==> src/rtl/frac_clk_enable_gen.sv <==
// Multi-channel fractional clock-enable generator (NUM pulses per DEN clocks).
// Optional packed burst pattern when CLK_EN_BURST_MODE_EN is defined.
module frac_clk_enable_gen #(
  parameter int NUM_CH  = 2,
  parameter int RATIO_W = 8,
  parameter int DEF_NUM = 2,
  parameter int DEF_DEN = 3,
  parameter int CH_W    = (NUM_CH > 1) ? $clog2(NUM_CH) : 1
) (
  input  logic               clk,
  input  logic               rst,
  input  logic               run,
  input  logic               cfg_valid,
  output logic               cfg_ready,
  input  logic [CH_W-1:0]    cfg_ch,
  input  logic [RATIO_W-1:0] cfg_num,
  input  logic [RATIO_W-1:0] cfg_den,
  input  logic               cfg_burst,
  output logic               cfg_err,
  output logic [NUM_CH-1:0]  clk_enable,
  output logic [NUM_CH-1:0]  period_start
);

  logic [RATIO_W-1:0] num_q  [NUM_CH];
  logic [RATIO_W-1:0] den_q  [NUM_CH];
  logic [RATIO_W-1:0] acc_q  [NUM_CH];
  logic [RATIO_W-1:0] cnt_q  [NUM_CH];
  logic [RATIO_W-1:0] sh_num [NUM_CH];
  logic [RATIO_W-1:0] sh_den [NUM_CH];
  logic [RATIO_W-1:0] acc_n  [NUM_CH];
  logic [NUM_CH-1:0]  pending;
  logic [NUM_CH-1:0]  en_c;
  logic [NUM_CH-1:0]  wrap;
  logic [NUM_CH-1:0]  apply;
  logic [RATIO_W:0]   s;
  logic               ch_ok;
  logic               cfg_ok;
  logic               xfer;

`ifdef CLK_EN_BURST_MODE_EN
  logic [NUM_CH-1:0]  burst_q;
  logic [NUM_CH-1:0]  sh_burst;
`else
  logic               unused_burst;
  assign unused_burst = cfg_burst;
`endif

  // Out-of-range channels report ready so the request is taken and rejected
  assign ch_ok     = (int'(cfg_ch) < NUM_CH);
  assign cfg_ready = ch_ok ? !pending[cfg_ch] : 1'b1;
  assign cfg_ok    = ch_ok && (cfg_den != '0) && (cfg_num <= cfg_den);
  assign xfer      = cfg_valid && cfg_ready;

  always_comb begin
    s     = '0;
    en_c  = '0;
    wrap  = '0;
    apply = '0;
    acc_n = '{default: '0};
    for (int i = 0; i < NUM_CH; i++) begin
      s        = {1'b0, acc_q[i]} + {1'b0, num_q[i]};
      en_c[i]  = (s >= {1'b0, den_q[i]});
      acc_n[i] = en_c[i] ? RATIO_W'(s - {1'b0, den_q[i]})
                         : s[RATIO_W-1:0];
`ifdef CLK_EN_BURST_MODE_EN
      if (burst_q[i]) begin
        en_c[i]  = (cnt_q[i] < num_q[i]);
        acc_n[i] = '0;
      end
`endif
      wrap[i]  = (cnt_q[i] == den_q[i] - 1'b1);
      apply[i] = pending[i] && (wrap[i] || !run);
    end
  end

  always_ff @(posedge clk) begin
    if (rst) begin
      cfg_err      <= 1'b0;
      clk_enable   <= '0;
      period_start <= '0;
      pending      <= '0;
`ifdef CLK_EN_BURST_MODE_EN
      burst_q      <= '0;
      sh_burst     <= '0;
`endif
      for (int i = 0; i < NUM_CH; i++) begin
        num_q[i]  <= RATIO_W'(DEF_NUM);
        den_q[i]  <= RATIO_W'(DEF_DEN);
        acc_q[i]  <= '0;
        cnt_q[i]  <= '0;
        sh_num[i] <= '0;
        sh_den[i] <= '0;
      end
    end else begin
      cfg_err <= xfer && !cfg_ok;
      for (int i = 0; i < NUM_CH; i++) begin
        if (run) begin
          clk_enable[i]   <= en_c[i];
          period_start[i] <= (cnt_q[i] == '0);
          acc_q[i]        <= acc_n[i];
          cnt_q[i]        <= wrap[i] ? '0 : cnt_q[i] + 1'b1;
        end else begin
          clk_enable[i]   <= 1'b0;
          period_start[i] <= 1'b0;
          acc_q[i]        <= '0;
          cnt_q[i]        <= '0;
        end
        // New ratio lands on a period boundary so no partial period is emitted
        if (apply[i]) begin
          num_q[i]   <= sh_num[i];
          den_q[i]   <= sh_den[i];
          acc_q[i]   <= '0;
          cnt_q[i]   <= '0;
          pending[i] <= 1'b0;
`ifdef CLK_EN_BURST_MODE_EN
          burst_q[i] <= sh_burst[i];
`endif
        end
        if (xfer && cfg_ok && (cfg_ch == CH_W'(i))) begin
          sh_num[i]  <= cfg_num;
          sh_den[i]  <= cfg_den;
          pending[i] <= 1'b1;
`ifdef CLK_EN_BURST_MODE_EN
          sh_burst[i] <= cfg_burst;
`endif
        end
      end
    end
  end

endmodule
==> config.mk <==
export PLATFORM = sky130hd
export DESIGN_NAME = frac_clk_enable_gen
export DESIGN_NICKNAME = d
export VERILOG_FILES = /design/src/rtl/frac_clk_enable_gen.sv
export SDC_FILE = /design/constraint.sdc
export NUM_CORES = 1
export LEC_CHECK = 0
export BUFFER_PORTS_ARGS = -buffer_cell sky130_fd_sc_hd__buf_2
export CAP_MARGIN = 15
export CORE_MARGIN = 5
export CORE_UTILIZATION = 45
export CTS_CLUSTER_SIZE = 14
export DETAILED_ROUTE_END_ITERATION = 10
export PLACE_DENSITY_LB_ADDON = 0.1
export SYNTH_ARGS = -nofsm -noshare
export SYNTH_HDL_FRONTEND = slang
export SYNTH_SLANG_ARGS = --single-unit
==> constraint.sdc <==
create_clock -name clk -period 5.53 [get_ports clk]
set_input_delay 0.8295 -clock clk [delete_from_list [all_inputs] [get_ports clk]]
set_output_delay 0.8295 -clock clk [all_outputs]
set_load 0.01 [all_outputs]
# Yosys cells after proc, flatten, opt, wreduce, memory -nomap -nowiden
# Memory sizes are Yosys's and may differ from the RTL's.
# Cells that the tools add are included.
[totals]
ff_bits = 7
ramBits = 96
n_memories = 6
[mem_list]
columns = ["name", "words", "width", "rd", "rd_clocked_by_memory_dff", "wr", "line", "source"]
rows = [
  ["acc_q", 2, 8, 2, 0, 2, "26", "logic [RATIO_W-1:0] acc_q [NUM_CH];"],
  ["cnt_q", 2, 8, 2, 0, 2, "27", "logic [RATIO_W-1:0] cnt_q [NUM_CH];"],
  ["den_q", 2, 8, 2, 0, 2, "25", "logic [RATIO_W-1:0] den_q [NUM_CH];"],
  ["num_q", 2, 8, 2, 0, 2, "24", "logic [RATIO_W-1:0] num_q [NUM_CH];"],
  ["sh_den", 2, 8, 2, 0, 2, "29", "logic [RATIO_W-1:0] sh_den [NUM_CH];"],
  ["sh_num", 2, 8, 2, 0, 2, "28", "logic [RATIO_W-1:0] sh_num [NUM_CH];"],
]
[classes]
n_addsub = 8
order_cmp = 4
eq_ne = 2
muxes = 50
bitwise = 22
reduce_logical = 19
[ops]
columns = ["op", "count"]
rows = [
  ["2-to-1 mux 8 bit", 24],
  ["2-to-1 mux 1 bit", 26],
  ["OR 1 bit", 20],
  ["adder 8 x 8 -> 9 bit", 2],
  ["greater-or-equal comparator 9 x 8 -> 1 bit", 2],
  ["adder 8 x 1 -> 8 bit (second input constant)", 2],
  ["== test 8 bit", 2],
  ["zero test 8 bit", 2],
  ["subtractor 8 x 1 -> 8 bit (second input constant)", 2],
  ["subtractor 8 bit", 2],
  ["less-or-equal comparator 8 bit", 1],
  ["logical AND 1 bit", 8],
  ["nonzero test 8 bit", 1],
  ["nonzero test 2 bit", 2],
  ["zero test 1 bit", 3],
  ["logical OR 1 bit", 2],
  ["< comparator 1 x 2 -> 1 bit (second input constant)", 1],
  ["inverter 1 bit", 2],
  ["OR reduction 2 bit", 1],
]

# Logic depth before layout (Yosys ltp)
[logic_depth]
ltp_word = 10
depth_mapped = 15
ltp_nobuf = 15

# Least setup slack after synthesis
# No wires, ideal clock.
[synth_path]
kind = "reg2reg"
startpoint = "memory num_q[0][0]"
endpoint = "memory acc_q[0][4] (data pin)"
arrival_ps = 2891
path_slack_ps = 2368
path_stages_with_launch = 13
period_less_slack_ps = 3162
path_cell_list = "edfxtp_1 > ha_1 > fa_1 > a211oi_1 > o21bai_1 > a21oi_1 > xnor2_1 > ha_1 > nand4_1 > o21ai_0 > a31oi_1 > a221o_1 > a21oi_1"
[synth_lines]
columns = ["element", "line"]
rows = [
  ["start: declaration", "24"],
  ["end: declaration", "26"],
]

==> metrics <==
Comb pwr share=41.0%; Setup Skew=8.84 ps; routed vias/inst=5.63; CTS hold repair buffers=0; Longest Clk Path Bufs=2; H-Tree Depth=3; Routed Antenna Nets=0; Reg power frac=37.2%; register area share after synthesis=44.7%; Initial DRC Count=261; placed cell count=849; EDFF count, synth=80; kind of critical path=register to register; CP endpoint kind=register; chip width=129 um; DRT Pass-1 Iters=4; antenna violations before repair=0; I/O pin count=28; Pint=1.67 mW; clk_lat worst skew=340 ps; Unique masters post-synth=65; Root Driver=clkbuf_16; shortest period the worst path allows=3780 ps; maximum VDD drop=0.282 mV; Hold WS=516 ps; Startpoint Class=register; area leader, netlist=edfxtp_1; # DRC=0; WP data required=5670 ps; port buffer count=26; CTS Sinks=103; GR Overflow Total=0; TNS Setup=0 ps; Nets=753; routed len/inst=15.8 um; met3 Use GR=3.26%; CTS tree=built; Gate Count Post-Synth=644; # rows=43; pwr/cell area=370 mW/mm^2; status=finished, final reports clean; gr usage total=17.2%; first-pass GRT wire length=23000 um; initial core utilization=46.0%; core area=0.0139 mm^2; Synth-to-Final Area Change=9.84%; WP data arrival=3930 ps; global-route track usage on met1=23.9%; proportion of layout cells with a drive suffix above 1=9.48%; maximum clock frequency=264 MHz; non-filler cells, final=866; vias in the first global route=4645; Mapped Avg Cell Area=9.95 um^2; CP max FO=10; Worst-path clk slew=70 ps; fin crit share=68.4%; # Post-CTS Setup Buffers=0; sw frac=35.7%; Max Slew Vio Count=0; Clock power frac=21.8%; Top FF cell, synth=edfxtp_1; Die ar.=0.0167 mm^2; pre-CTS setup slack=1810 ps; # diodes=0; DPL Wire Length=10600 um; final wirelength=13700 um; total power=2.60 mW; Ys Warns=0; post-synth top area share=37.5%; RSZ-0062 raised after global routing=false; FFs w/ async S/R, synth=0%; via count=4873; max cap viols=0; CTS resizes=0; largest net degree at the start of global routing=35; Lkg Pwr=2.71 nW; met2 Usage GRT=27.9%; HP Class=register to register; final setup fails=0; TritonCTS buffer count=9; sw power=0.929 mW; top cells by area, synth=edfxtp_1, ha_1, dfxtp_1, nand2_1, xor2_1; #FFs+latches synth=103; max_slew headroom=22.1%; GR peak layer=met2; Final WS setup=1750 ps; GP Congestion=0.892; Chip Height=129 um; Slew @ Worst Pin=1160 ps; Final Hold Fails=0; Post-Syn Area=0.00641 mm^2
-- stage by stage --
stage	instance area, um^2	util, %
floorplan	6460	-
finish	7040	50.5
CTS	7010	50.3
global placement	6750	48.4
detailed placement	6750	48.4
global route	7040	50.5
-- critical path: stages, from the launching register on --
cell and delay, ps:
edfxtp_1 380, ha_1 240, fa_1 430, a211oi_1 280, o21bai_1 120, a21oi_1 190
xnor2_1 190, ha_1 320, nand4_1 100, o21ai_0 130, a31oi_1 720, nand2_1 160
a211oi_1 330
-- path summary, 6_finish.rpt --
path | start | end | slack [ps] | depth (start not counted)
hold reg to reg | cnt_q[1][4] | period_start[1] | 520 | 1
hold / removal | cnt_q[1][4] | period_start[1] | 520 | 1
setup / recovery | num_q[0][0] | acc_q[0][0] | 1750 | 12
setup reg to reg | num_q[0][0] | acc_q[0][0] | 1750 | 12
-- per-layer routing --
| layer | part of all wire [%] | wire [um] |
|---|---|---|
| met1 | 49 | 6670 |
| met2 | 47 | 6500 |
| met3 | 3.2 | 441 |
| met4 | 0.69 | 95 |
| met5 | 0 | 0 |
-- final cells by class --
cell class                 count  area (um^2)
clock inverter                 6         35.0
inverter                      47          176
timing repair buffer          31          188
clock buffer                  10          229
multi-input combinational    489         3320
sequential                   103         2860
fill                        1264         6900
tap                          180          225
-- power by group through the flow --
stage                     clock network, mW  registers (mW)  logic [mW]
after detailed placement                  0           0.985        1.05
after global placement                    0           0.982        1.02
after floorplan                           0           0.969       0.846
final                                 0.568           0.967        1.07
after CTS                             0.586           0.968        1.06
after global routing                  0.626           0.976        1.20
-- layout by cell type, fill, tap and decap left out, drive strengths merged, types with 22 or more instances in the layout --
| cell type | netlist | layout |
|---|---|---|
| a21oi | 29 | 29 |
| buf | 7 | 31 |
| dfxtp | 23 | 23 |
| edfxtp | 80 | 80 |
| ha | 46 | 46 |
| inv | 46 | 47 |
| nand2 | 65 | 65 |
| nand3 | 26 | 26 |
| nor2 | 36 | 36 |
| o21ai | 28 | 28 |
| o22ai | 27 | 27 |
| xnor2 | 22 | 22 |
| xor2 | 23 | 23 |
-- synthesized netlist by cell type (8+ instances only) --
| cell | n |
|---|---|
| o21ai_0 | 26 |
| xnor2_1 | 22 |
| nand2_1 | 65 |
| nand4_1 | 11 |
| edfxtp_1 | 80 |
| xor2_1 | 23 |
| nand3_1 | 26 |
| o22ai_1 | 25 |
| and2_1 | 11 |
| nand2b_1 | 8 |
| inv_1 | 46 |
| o21a_1 | 9 |
| ha_1 | 46 |
| or3_1 | 11 |
| dfxtp_1 | 23 |
| clkbuf_1 | 13 |
| a21oi_1 | 28 |
| nor4_1 | 14 |
| nor2_1 | 36 |
| nor3_1 | 14 |
-- flip-flops by register name, indices dropped and copies added, names as in the netlist --
signal and flops:
cnt_q 16, period_start 2, pending 2, den_q 16, cfg_err 1, sh_den 16, acc_q 16, sh_num 16
num_q 16, clk_enable 2
-- cells by family after synthesis --
group,share of synthesized area (%)
flip-flops,44.7
adder cells (fa/ha/maj),10.2
XOR/XNOR,6.15
AO/OA/AOI/OAI,16.9
other,0.0585
buffers and inverters,4.35
AND/OR/NAND/NOR,17.3
multiplexers,0.312
Power figures use the tool's default switching activity.
